==> src/rtl/dmem_arbiter.sv <==
`timescale 1ns/1ps
// dmem_arbiter: shares the single-port data memory between the CPU MEM stage
// (fixed priority) and a DMA/debug port that is guaranteed a slot after STARVE_LIMIT waits.
module dmem_arbiter #(
    parameter int unsigned STARVE_LIMIT = 4,
    parameter int unsigned ADDR_WORDS   = 64
) (
    input  logic        clk,
    input  logic        clrn,
    input  logic        cpu_req,
    input  logic        cpu_we,
    input  logic [31:0] cpu_addr,
    input  logic [31:0] cpu_wdata,
    output logic [31:0] cpu_rdata,
    output logic        cpu_stall,
    input  logic        dma_req,
    input  logic        dma_we,
    input  logic [31:0] dma_addr,
    input  logic [31:0] dma_wdata,
    output logic        dma_gnt,
    output logic [31:0] dma_rdata,
    output logic        dma_rvalid,
    output logic [31:0] mem_addr,
    output logic [31:0] mem_wdata,
    output logic        mem_we,
    input  logic [31:0] mem_rdata,
    output logic        err_oob
);
    localparam int unsigned       WCNT_W   = $clog2(STARVE_LIMIT + 1);
    localparam logic [WCNT_W-1:0] WCNT_MAX = WCNT_W'(STARVE_LIMIT);

    logic [WCNT_W-1:0] wcnt_q, wcnt_d;
    logic [31:0]       dma_rdata_q, dma_rdata_d;
    logic              dma_rvalid_q, dma_rvalid_d;
    logic              err_oob_q, err_oob_d;

    logic cpu_in_range;
    logic dma_in_range;
    logic force_dma;
    logic cpu_gnt;
    logic dma_gnt_w;
    logic oob_access;

    // Handshake: dma_req is a valid that holds dma_we/dma_addr/dma_wdata stable until
    // dma_gnt (the ready) is seen at a posedge; the access happens in that same cycle.
    always_comb begin
        cpu_in_range = ({2'b00, cpu_addr[31:2]} < ADDR_WORDS);
        dma_in_range = ({2'b00, dma_addr[31:2]} < ADDR_WORDS);
        force_dma    = cpu_req && dma_req && (wcnt_q == WCNT_MAX);
        // clrn gates the grants directly so an interrupted grant never reaches the negedge write.
        cpu_gnt      = clrn && cpu_req && !force_dma;
        dma_gnt_w    = clrn && dma_req && (!cpu_req || force_dma);
        cpu_stall    = clrn && cpu_req && !cpu_gnt;
        dma_gnt      = dma_gnt_w;
        cpu_rdata    = mem_rdata;

        mem_addr   = cpu_addr;
        mem_wdata  = cpu_wdata;
        mem_we     = 1'b0;
        oob_access = 1'b0;
        if (dma_gnt_w) begin
            mem_addr   = dma_in_range ? dma_addr : 32'h0;
            mem_wdata  = dma_wdata;
            mem_we     = dma_we && dma_in_range;
            oob_access = !dma_in_range;
        end else if (cpu_gnt) begin
            mem_addr   = cpu_in_range ? cpu_addr : 32'h0;
            mem_wdata  = cpu_wdata;
            mem_we     = cpu_we && cpu_in_range;
            oob_access = !cpu_in_range;
        end
    end

    always_comb begin
        wcnt_d = '0;
        if (dma_req && !dma_gnt_w) begin
            wcnt_d = (wcnt_q == WCNT_MAX) ? wcnt_q : wcnt_q + 1'b1;
        end

        dma_rvalid_d = dma_gnt_w && !dma_we;
        dma_rdata_d  = dma_rdata_q;
        if (dma_rvalid_d) begin
            dma_rdata_d = dma_in_range ? mem_rdata : 32'h0;
        end

        err_oob_d = err_oob_q || oob_access;
    end

    always_ff @(posedge clk or negedge clrn) begin
        if (!clrn) begin
            wcnt_q       <= '0;
            dma_rdata_q  <= 32'h0;
            dma_rvalid_q <= 1'b0;
            err_oob_q    <= 1'b0;
        end else begin
            wcnt_q       <= wcnt_d;
            dma_rdata_q  <= dma_rdata_d;
            dma_rvalid_q <= dma_rvalid_d;
            err_oob_q    <= err_oob_d;
        end
    end

    assign dma_rdata  = dma_rdata_q;
    assign dma_rvalid = dma_rvalid_q;
    assign err_oob    = err_oob_q;
endmodule

==> config.mk <==
export PLATFORM = sky130hd
export DESIGN_NAME = dmem_arbiter
export DESIGN_NICKNAME = d
export VERILOG_FILES = /design/src/rtl/dmem_arbiter.sv
export SDC_FILE = /design/constraint.sdc
export NUM_CORES = 1
export LEC_CHECK = 0
export ABC_AREA = 1
export ABC_CLOCK_PERIOD_IN_PS = 1600
export CELL_PAD_IN_SITES_DETAIL_PLACEMENT = 1
export CELL_PAD_IN_SITES_GLOBAL_PLACEMENT = 1
export CORE_AREA = 2 2 116 118
export CTS_CLUSTER_DIAMETER = 120
export DETAILED_ROUTE_END_ITERATION = 8
export DIE_AREA = 0 0 118 120
export DONT_BUFFER_PORTS = 1
export GPL_ROUTABILITY_DRIVEN = 0
export GPL_TIMING_DRIVEN = 0
export PLACE_DENSITY_LB_ADDON = 0.1
export SETUP_SLACK_MARGIN = 0.02
export SLEW_MARGIN = 30
export SYNTH_ARGS = -nofsm -noshare
export SYNTH_HDL_FRONTEND = slang
export SYNTH_SLANG_ARGS = --single-unit
==> constraint.sdc <==
create_clock -name clk -period 1.6 [get_ports clk]
set_input_delay 0.16 -clock clk [delete_from_list [all_inputs] [get_ports clk]]
set_output_delay 0.16 -clock clk [all_outputs]
set_load 0.05 [all_outputs]
==> results.ini <==
[detailed_routing]
routed_wl_mm=12.59
dr.pass1.iters=4
wl_per_cell_um=18.84
ant_nets=0
viasPerCell=4.623
drc_errors=0
drt_iter0_drc=72
vias=3088

[hold_path]
holdPathEnd=dma_rdata[24]
hp-class=input pin to flip-flop
min_from=mem_rdata[24]
min_delay_path_depth=2

[cts]
cts-buffers-inserted=5
cts.clk_slew.worst_paths_ps=60
cts_buffer_depth=2
cts-root-buf=clkbuf_16
cts_tree=yes
clock-sinks=37
insertion_delay_ps=280
htree_num_levels=2

[synth]
synthArstFlopShare_pct=100.0
synth_seq_area_share_pct=33.23
synth_edf_count=0
ys_ff_latch=37
synth_flop_cell=dfrtp_1
synth_cells=451
syn_area_um2=2786
synth.distinct_cells=20
synth_warnings=0
synth_nets=619
syn_avg_cell_area_um2=6.178

[status]
status=finished, violations left
failed_checks=negative setup slack

[critical_path]
reg2regPathDepth=13
r2r_start=wcnt_q[0]
critPathMaxFanout=8
reg2reg_slack_ps=-280
end_kind=output pin
r2r-end=dma_rdata[27]
critPathKind=flip-flop to output pin
startpoint_type=flip-flop
required_ps=1440
arrival_ps=1850

[floorplan]
die-width_um=118
io-pin-count=299
core-area_um2=12980
die_area_um2=14160
std_cell_rows=42
initial_core_util_pct=21.47
fp.dieH_um=120

[final_layout]
multi_input_area_um2=2908
layout_commonest_cell=nand2_1
final_cells=668
ff_latch_area_um2=925.9
drive_gt1_share_pct=51.22
final_cell_mix=114 x nand2_1, 53 x nand2_8, 51 x buf_4
syn_to_final_growth_pct=87.79
insertedDiodeCount=0
fillers=1483
final_nets=660

[sta]
drv_slew=0
fin_crit_ps=2011
skew_ps=1.673
fin_crit_sh_pct=125.7
holdWs_ps=14.42
slew_headroom_pct=64.55
hold_viol=0
clock.fmax_ghz=0.4973
setup_viol=101
worst_slack_ps=-411.0
tightest_slew_ps=531.8
tns_ps=-33290
rsz0062_at_grt=yes

[place]
dp_cells=627
portBuffers=0
dp_hpwl_mm=8.887

[grt]
grt_max_degree=38
grt_pass1_vias=3267
grt_pass1_wl_mm=18.09
grtUsageTotal_pct=16.23
overflow=0
antenna_found_initial=0

[job]
maxCapViolations=0

[power_and_ir_drop]
powerDensity_nw_per_um2=691.4
p_leak_nw=2.373
ir_worst_vdd_v=0.0002862
total_power_mw=3.618

through the flow:
stage	utilization, %	worst slack (ps)	cell area, um2
floorplan	-	-11.28	3332
global placement	27.37	-368.6	3552
detailed placement	27.37	-396.6	3552
CTS	35.29	-407.8	4581
global route	40.31	-487.0	5233
finish	40.31	-411.0	5233
critical path, cell delays in order (launching register included):
cell and delay [ps]:
dfrtp_1 370, inv_2 60, ha_4 170, nand2_4 80, nand2_4 50, nand3_4 130
inv_8 60, buf_12 160, clkbuf_16 170, nor2_4 310
power breakdown:
part | leakage [nW] | internal [mW] | switching [mW]
Clock | 0.0700 | 0.612 | 0.375
Sequential | 0.510 | 0.948 | 0.0148
Combinational | 1.79 | 0.515 | 1.15
per-layer routing:
| metal | up-vias | track usage (%) | routed length, um |
|---|---|---|---|
| li1 | 1433 | - | - |
| met1 | 1464 | 17.84 | 4406 |
| met2 | 178 | 30.41 | 6956 |
| met3 | 13 | 4.230 | 1008 |
| met4 | 0 | 5.045 | 214 |
| met5 | - | 0 | 0 |
synth_stat cells, types with 2 or more instances:
cell | n | share of area [%]
nand3_1 | 45 | 8.1
dfrtp_1 | 37 | 33
buf_2 | 10 | 1.8
nand2_1 | 220 | 30
inv_1 | 13 | 1.8
nand3b_1 | 2 | 0.54
nor2_1 | 65 | 8.8
ha_1 | 2 | 0.90
clkbuf_1 | 3 | 0.40
buf_4 | 39 | 11
a21oi_1 | 2 | 0.36
buf_6 | 3 | 1.2
nand2_2 | 2 | 0.45
inv_2 | 2 | 0.27
repair_timing:
action	4_1_cts	5_1_grt
setup endpoints to repair	98	101
hold buffers	2	0
pin swaps	56	75
gates resized for setup	133	99
hold endpoints to repair	37	0
cloned	4	4
setup buffers	18	10
registers in the layout, summed over array words and instances, names as in the netlist:
signal	count
dma_rvalid	1
dma_rdata	32
wcnt_q	3
err_oob	1
worst max-delay path by stage:
stage,from,end,slack [ps],cells past startpoint
detailed placement,wcnt_q[1],mem_addr[2],-400,8
floorplan,wcnt_q[1],mem_addr[12],-10,9
global placement,wcnt_q[1],mem_addr[2],-370,8
global route,wcnt_q[0],mem_wdata[22],-490,10
CTS,wcnt_q[0],mem_addr[30],-410,7
finish,wcnt_q[0],mem_addr[11],-410,9
layout make-up:
cell class                 count  area share [%]
multi-input combinational    345           55.57
sequential                    37           17.69
buffer                        54           9.876
timing repair buffer          34           8.656
tap                          176           4.209
clock buffer                   7           2.726
inverter                      15           1.267
logic make-up after synthesis:
logic type	share of synthesized area, %
DFF	33.23
and+or+nand+nor	48.94
AOI/OAI and AO/OA	0.3592
buffers and inverters	15.94
adders and majority gates	0.8979
xor gates and xnor gates	0.6288
Note: power is estimated with default switching activity, not from simulation.
